$ cat src/rtl/hex_digit_sequencer_if.sv
// Digit producer handshake: a hex digit plus its decimal-point flag, offered with valid/ready.
interface hex_digit_sequencer_if;
    logic       in_valid;
    logic       in_ready;
    logic [3:0] in_data;
    logic       in_dp;

    modport master (output in_valid, output in_data, output in_dp, input in_ready);
    modport slave  (input in_valid, input in_data, input in_dp, output in_ready);
endinterface

$ cat src/rtl/hex_digit_sequencer.sv
// Queues hex digits and plays them out as active-low seven-segment words,
// each held for a fixed dwell followed by a blank gap.
module hex_digit_sequencer #(
    parameter int DWELL_CYCLES = 32768,
    parameter int GAP_CYCLES   = 4096,
    parameter int FIFO_DEPTH   = 4
) (
    input  logic                          clk,
    input  logic                          rst_n,
    input  logic                          flush_i,
    hex_digit_sequencer_if.slave          in_if,
    output logic [7:0]                    sevenseg_out_o,
    output logic                          busy_o,
    output logic [$clog2(FIFO_DEPTH):0]   fifo_level_o
);

    localparam int MAX_CYC = (DWELL_CYCLES > GAP_CYCLES) ? DWELL_CYCLES : GAP_CYCLES;
    localparam int CNT_W   = (MAX_CYC > 1) ? $clog2(MAX_CYC) : 1;
    localparam int PTR_W   = $clog2(FIFO_DEPTH);
    localparam int LVL_W   = PTR_W + 1;

    localparam logic [CNT_W-1:0] DWELL_LOAD = CNT_W'(DWELL_CYCLES - 1);
    localparam logic [CNT_W-1:0] GAP_LOAD   = (GAP_CYCLES > 0) ? CNT_W'(GAP_CYCLES - 1) : '0;
    localparam logic [LVL_W-1:0] LVL_FULL   = LVL_W'(FIFO_DEPTH);
    localparam logic [7:0]       BLANK      = 8'hFF;

    typedef enum logic [1:0] {
        ST_IDLE,
        ST_SHOW,
        ST_GAP
    } state_t;

    state_t           state_q, state_d;
    logic [CNT_W-1:0] cnt_q, cnt_d;
    logic [7:0]       seg_q, seg_d;

    logic [4:0]       mem_q [FIFO_DEPTH];
    logic [PTR_W-1:0] wr_ptr_q, rd_ptr_q;
    logic [LVL_W-1:0] level_q;

    logic             full, empty, push, pop;
    logic [4:0]       head;
    logic [7:0]       head_word;

    function automatic logic [6:0] encode(input logic [3:0] digit);
        logic [6:0] seg;
        case (digit)
            4'h0:    seg = 7'h3F;
            4'h1:    seg = 7'h06;
            4'h2:    seg = 7'h5B;
            4'h3:    seg = 7'h4F;
            4'h4:    seg = 7'h66;
            4'h5:    seg = 7'h6D;
            4'h6:    seg = 7'h7D;
            4'h7:    seg = 7'h07;
            4'h8:    seg = 7'h7F;
            4'h9:    seg = 7'h6F;
            4'hA:    seg = 7'h77;
            4'hB:    seg = 7'h7C;
            4'hC:    seg = 7'h39;
            4'hD:    seg = 7'h5E;
            4'hE:    seg = 7'h79;
            default: seg = 7'h71;
        endcase
        return seg;
    endfunction

    // in_ready deliberately ignores a same-cycle pop so it never depends on FSM decode.
    assign full            = (level_q == LVL_FULL);
    assign empty           = (level_q == '0);
    assign in_if.in_ready  = !full && !flush_i;
    assign push            = in_if.in_valid && in_if.in_ready;
    assign head            = mem_q[rd_ptr_q];
    assign head_word       = ~{head[4], encode(head[3:0])};

    always_ff @(posedge clk) begin
        if (push) begin
            mem_q[wr_ptr_q] <= {in_if.in_dp, in_if.in_data};
        end
    end

    always_ff @(posedge clk or negedge rst_n) begin
        if (!rst_n) begin
            wr_ptr_q <= '0;
            rd_ptr_q <= '0;
            level_q  <= '0;
        end else if (flush_i) begin
            wr_ptr_q <= '0;
            rd_ptr_q <= '0;
            level_q  <= '0;
        end else begin
            if (push) wr_ptr_q <= wr_ptr_q + 1'b1;
            if (pop)  rd_ptr_q <= rd_ptr_q + 1'b1;
            case ({push, pop})
                2'b10:   level_q <= level_q + 1'b1;
                2'b01:   level_q <= level_q - 1'b1;
                default: level_q <= level_q;
            endcase
        end
    end

    // Leaving a phase with cnt at zero keeps dwell and gap exact, including length 1.
    always_comb begin
        state_d = state_q;
        cnt_d   = cnt_q;
        seg_d   = seg_q;
        pop     = 1'b0;
        if (flush_i) begin
            state_d = ST_IDLE;
            cnt_d   = '0;
            seg_d   = BLANK;
        end else begin
            case (state_q)
                ST_IDLE: begin
                    seg_d = BLANK;
                    if (!empty) begin
                        pop     = 1'b1;
                        seg_d   = head_word;
                        cnt_d   = DWELL_LOAD;
                        state_d = ST_SHOW;
                    end
                end
                ST_SHOW: begin
                    if (cnt_q != '0) begin
                        cnt_d = cnt_q - 1'b1;
                    end else if (GAP_CYCLES > 0) begin
                        seg_d   = BLANK;
                        cnt_d   = GAP_LOAD;
                        state_d = ST_GAP;
                    end else if (!empty) begin
                        pop   = 1'b1;
                        seg_d = head_word;
                        cnt_d = DWELL_LOAD;
                    end else begin
                        seg_d   = BLANK;
                        state_d = ST_IDLE;
                    end
                end
                ST_GAP: begin
                    seg_d = BLANK;
                    if (cnt_q != '0) begin
                        cnt_d = cnt_q - 1'b1;
                    end else if (!empty) begin
                        pop     = 1'b1;
                        seg_d   = head_word;
                        cnt_d   = DWELL_LOAD;
                        state_d = ST_SHOW;
                    end else begin
                        state_d = ST_IDLE;
                    end
                end
                default: begin
                    seg_d   = BLANK;
                    cnt_d   = '0;
                    state_d = ST_IDLE;
                end
            endcase
        end
    end

    always_ff @(posedge clk or negedge rst_n) begin
        if (!rst_n) begin
            state_q <= ST_IDLE;
            cnt_q   <= '0;
            seg_q   <= BLANK;
        end else begin
            state_q <= state_d;
            cnt_q   <= cnt_d;
            seg_q   <= seg_d;
        end
    end

    assign sevenseg_out_o = seg_q;
    assign busy_o         = !empty || (state_q != ST_IDLE);
    assign fifo_level_o   = level_q;

endmodule

$ cat src/flat_wrapper.sv
// flat-port wrapper written by rule: the top's interface ports become plain ports
module hex_digit_sequencer_flat 
#(
    parameter int DWELL_CYCLES = 32768,
    parameter int GAP_CYCLES   = 4096,
    parameter int FIFO_DEPTH   = 4
)
  (clk, rst_n, flush_i, sevenseg_out_o, busy_o, fifo_level_o, in_if_in_valid, in_if_in_data, in_if_in_dp, in_if_in_ready);
  hex_digit_sequencer_if in_if_i ();
  input  logic clk;
  input  logic rst_n;
  input  logic flush_i;
  output logic [7:0] sevenseg_out_o;
  output logic busy_o;
  output logic [$clog2(FIFO_DEPTH):0] fifo_level_o;
  input wire logic [$bits(in_if_i.in_valid)-1:0] in_if_in_valid;
  input wire logic [$bits(in_if_i.in_data)-1:0] in_if_in_data;
  input wire logic [$bits(in_if_i.in_dp)-1:0] in_if_in_dp;
  output wire logic [$bits(in_if_i.in_ready)-1:0] in_if_in_ready;
  assign in_if_i.in_valid = in_if_in_valid;
  assign in_if_i.in_data = in_if_in_data;
  assign in_if_i.in_dp = in_if_in_dp;
  assign in_if_in_ready = in_if_i.in_ready;
  hex_digit_sequencer #(.DWELL_CYCLES(DWELL_CYCLES), .GAP_CYCLES(GAP_CYCLES), .FIFO_DEPTH(FIFO_DEPTH)) u_core (.clk(clk), .rst_n(rst_n), .flush_i(flush_i), .in_if(in_if_i), .sevenseg_out_o(sevenseg_out_o), .busy_o(busy_o), .fifo_level_o(fifo_level_o));
endmodule
$ cat config.mk
export PLATFORM = sky130hd
export DESIGN_NAME = hex_digit_sequencer_flat
export DESIGN_NICKNAME = d
export VERILOG_FILES = /design/src/rtl/hex_digit_sequencer_if.sv /design/src/rtl/hex_digit_sequencer.sv /design/src/flat_wrapper.sv
export SDC_FILE = /design/constraint.sdc
export NUM_CORES = 1
export LEC_CHECK = 0
export ABC_AREA = 0
export CAP_MARGIN = 20
export CORE_AREA = 3 3 82 84
export DETAILED_ROUTE_END_ITERATION = 6
export DIE_AREA = 0 0 85 87
export GPL_TIMING_DRIVEN = 0
export PLACE_DENSITY_LB_ADDON = 0.05
export SYNTH_ARGS = -nofsm -noshare
export SYNTH_HDL_FRONTEND = slang
export SYNTH_SLANG_ARGS = --single-unit
$ cat constraint.sdc
create_clock -name clk -period 5.9 [get_ports clk]
set_clock_uncertainty 0.2 [all_clocks]
set_input_delay 1.18 -clock clk [delete_from_list [all_inputs] [get_ports clk]]
set_output_delay 1.18 -clock clk [all_outputs]
set_load 0.03 [all_outputs]
==> results.py <==
metrics = {
    "setup_path": {
        "path_class": "in -> out",
        "crit_path_start": "flush_i",
        "r2r_start": "u_core.cnt_q[0]",
        "rr_endpoint": "u_core.fifo_level_o[1]",
        "start_kind": "input port",
        "cp.arrival_ns": 2.58,
        "r2r_slack_ns": 2.64,
        "endpoint": "in_if_in_ready",
        "path_max_fanout": 10,
        "cp-end-kind": "primary output",
        "required_ns": 4.52,
        "reg2regPathDepth": 12,
    },
    "detailed_routing": {
        "via_per_inst": 5.93,
        "wire_per_inst_um": 16.2,
        "wl_um": 6360,
        "drtIter0Drc": 129,
        "dr_total_vias": 2331,
        "antenna_left": 0,
        "drc_errors": 0,
        "firstDrtPassIters": 5,
    },
    "layout": {
        "seqCellArea_sq_um": 1410,
        "drive_gt1_frac": 0.142,
        "diodes": 0,
        "final_util": 0.570,
        "multi_input_area_sq_um": 1490,
        "area_growth_syn_to_layout_pct": 12.8,
        "nFillCells": 518,
        "layout.nets": 338,
    },
    "sta": {
        "layout_min_cycle_time_ns": 3.96,
        "hold_viol_final": 0,
        "relSlewSlack": 0.521,
        "worstMarginPinSlew_ns": 0.719,
        "tns_ns": 0,
        "rsz0062_at_grt": "no",
        "fmax_ghz": 0.253,
        "finalMaxSlewViolations": 0,
        "finalSetupViolations": 0,
        "fin_crit_sh": 0.671,
    },
    "cts": {
        "cts_num_sinks": 52,
        "cts_resized": 0,
        "clk_latency_ns": 0.31,
        "post_cts_buffers": 0,
        "cts.clk_slew.worst_paths_ns": 0.11,
        "cts_tree": "done",
        "htree_levels": 2,
        "cts_root_buffer": "clkbuf_8",
        "cts_buffers": 5,
        "clock_path_buffers": 2,
        "hold_buffers": 0,
    },
    "synthesis": {
        "synthFlopType": "dfrtp_1",
        "ys_ff_latch": 52,
        "synth_edf_count": 20,
        "ys_types": 60,
        "synth_area_leaders": "dfrtp_1 20%, edfxtp_1 20%, dfstp_2 6.9%",
        "synth_top_area_share": 0.199,
        "syn_inst": 290,
        "synth_seq_area_share": 0.467,
        "synth_area_sq_um": 3030,
        "mappedNetlistNets": 311,
        "ys_warn_count": 0,
        "synth_top_area_cell": "dfrtp_1",
        "syn_area_per_cell_sq_um": 10.4,
        "async_flop_share": 0.615,
    },
    "floorplan": {
        "dieArea_sq_um": 7400,
        "rows": 28,
        "die_x_um": 85,
        "fp.coreArea_sq_um": 5990,
        "io_pins": 22,
        "start_util": 0.505,
        "die_h_um": 87,
    },
    "power_and_ir_drop": {
        "p_leak_uw": 0.00133,
        "power.density_nw_per_um2": 497,
        "max-vdd-ir-drop_v": 0.000261,
    },
    "global_route": {
        "grt_usage": 0.183,
        "grt_max_degree": 33,
        "antenna_found_initial": 0,
        "use_met2": 0.285,
        "use_met1": 0.262,
        "grt.met3_usage": 0.0322,
        "grt_pass1_wl_um": 10800,
        "top_usage_layer": "met2",
        "grt_pass1_vias": 2196,
        "grt_overflow": 0,
    },
    "outcome": {
        "status": "finished clean",
    },
    "placement": {
        "hpwl_um": 4380,
        "io_buffer_count": 20,
        "gp_congestion": 0.876,
    },
    "min_path": {
        "hold_path.startpoint": "u_core.sevenseg_out_o[4]",
        "hold_path.class": "reg -> reg",
    },
    "run": {
        "maxCapViolCount": 0,
    },
}
[per-layer routing]
layer | wire length, um | vias up
met4 | 68 | 0
met5 | 0 | -
met3 | 218 | 6
met1 | 3190 | 1146
li1 | - | 1130
met2 | 2880 | 49
[where the power goes]
part	leakage (uW)	internal (uW)	total [uW]	switching [uW]
Sequential	0.000581	484	584	99.9
Combinational	0.000700	367	889	522
Clock	0.0000511	89.9	224	134
Total	0.00133	941	1700	756
[cell families after synthesis]
| kind of cell | after synthesis | synth area share |
|---|---|---|
| simple gates | 94 | 0.171 |
| compound gates | 80 | 0.171 |
| flops | 52 | 0.467 |
| buf+inv | 29 | 0.0426 |
| mux | 12 | 0.0649 |
| fa+ha+maj | 12 | 0.0521 |
| xor+xnor | 11 | 0.0318 |
[placed cells by master (no fill, tap or decap), drive strengths merged, types with 7 or more instances in the layout]
cell type / count
inv: 14
a21oi: 22
buf: 11
dfrtp: 24
edfxtp: 20
nand2: 17
clkbuf: 13
o21ai: 22
nor3: 10
ha: 11
o22a: 7
nor2: 25
xor2: 7
nand3: 10
dfstp: 8
clkdlybuf4s50: 19
[sequential cells by signal (all words and copies together), names as in the netlist]
name,cells
u_core.rd_ptr_q,2
u_core.mem_q,20
u_core.fifo_level_o,3
u_core.sevenseg_out_o,8
u_core.wr_ptr_q,2
u_core.cnt_q,15
u_core.state_q,2
[worst min path at each step]
stage	to	cells past startpoint
2_1_floorplan	u_core.cnt_q[1]	2
3_3_place_gp	u_core.sevenseg_out_o[4]	2
3_5_place_dp	u_core.sevenseg_out_o[4]	2
4_1_cts	u_core.sevenseg_out_o[4]	2
5_1_grt	u_core.sevenseg_out_o[6]	1
6_report	u_core.sevenseg_out_o[4]	2
[synth_stat cells, drive strengths merged, types with 3 or more instances]
cell type,instances
edfxtp,20
nor3,10
a311oi,3
o22a,7
mux4,6
xnor2,4
ha,11
inv,11
buf,10
clkbuf,8
dfrtp,24
nand4,3
or3,6
o21ai,22
a21oi,22
and2,4
nor2,25
nand3,10
mux2i,5
a31oi,6
xor2,7
nand3b,3
nand2,17
nor4,4
nand2b,4
o31ai,3
dfstp,8
[worst max-delay path, cell delays in order]
cell and delay, ns:
clkbuf_1 0.27, clkbuf_1 0.44, a21oi_1 0.07, clkdlybuf4s50_1 0.61
[stage by stage]
| step | power (uW) | instances | area (sq um) | hold WS [ns] | setup slack (ns) |
|---|---|---|---|---|---|
| 2_1_floorplan | 1240 | 290 | 3030 | 0.340 | 2.50 |
| 3_3_place_gp | 1470 | 385 | 3320 | 0.294 | 1.89 |
| 3_5_place_dp | 1470 | 385 | 3310 | 0.295 | 1.92 |
| 4_1_cts | 1700 | 393 | 3410 | 0.313 | 1.90 |
| 5_1_grt | 1830 | 393 | 3410 | 0.346 | 1.82 |
| 6_report | 1700 | 393 | 3410 | 0.307 | 1.94 |
[area by class of cell]
cell class | count | area share
buffer | 18 | 0.0257
clock buffer | 5 | 0.0202
clock inverter | 3 | 0.00843
inverter | 11 | 0.0121
multi-input combinational | 209 | 0.435
sequential | 52 | 0.414
tap | 75 | 0.0275
timing repair buffer | 20 | 0.0572
Note: power is estimated with default switching activity, not from simulation.
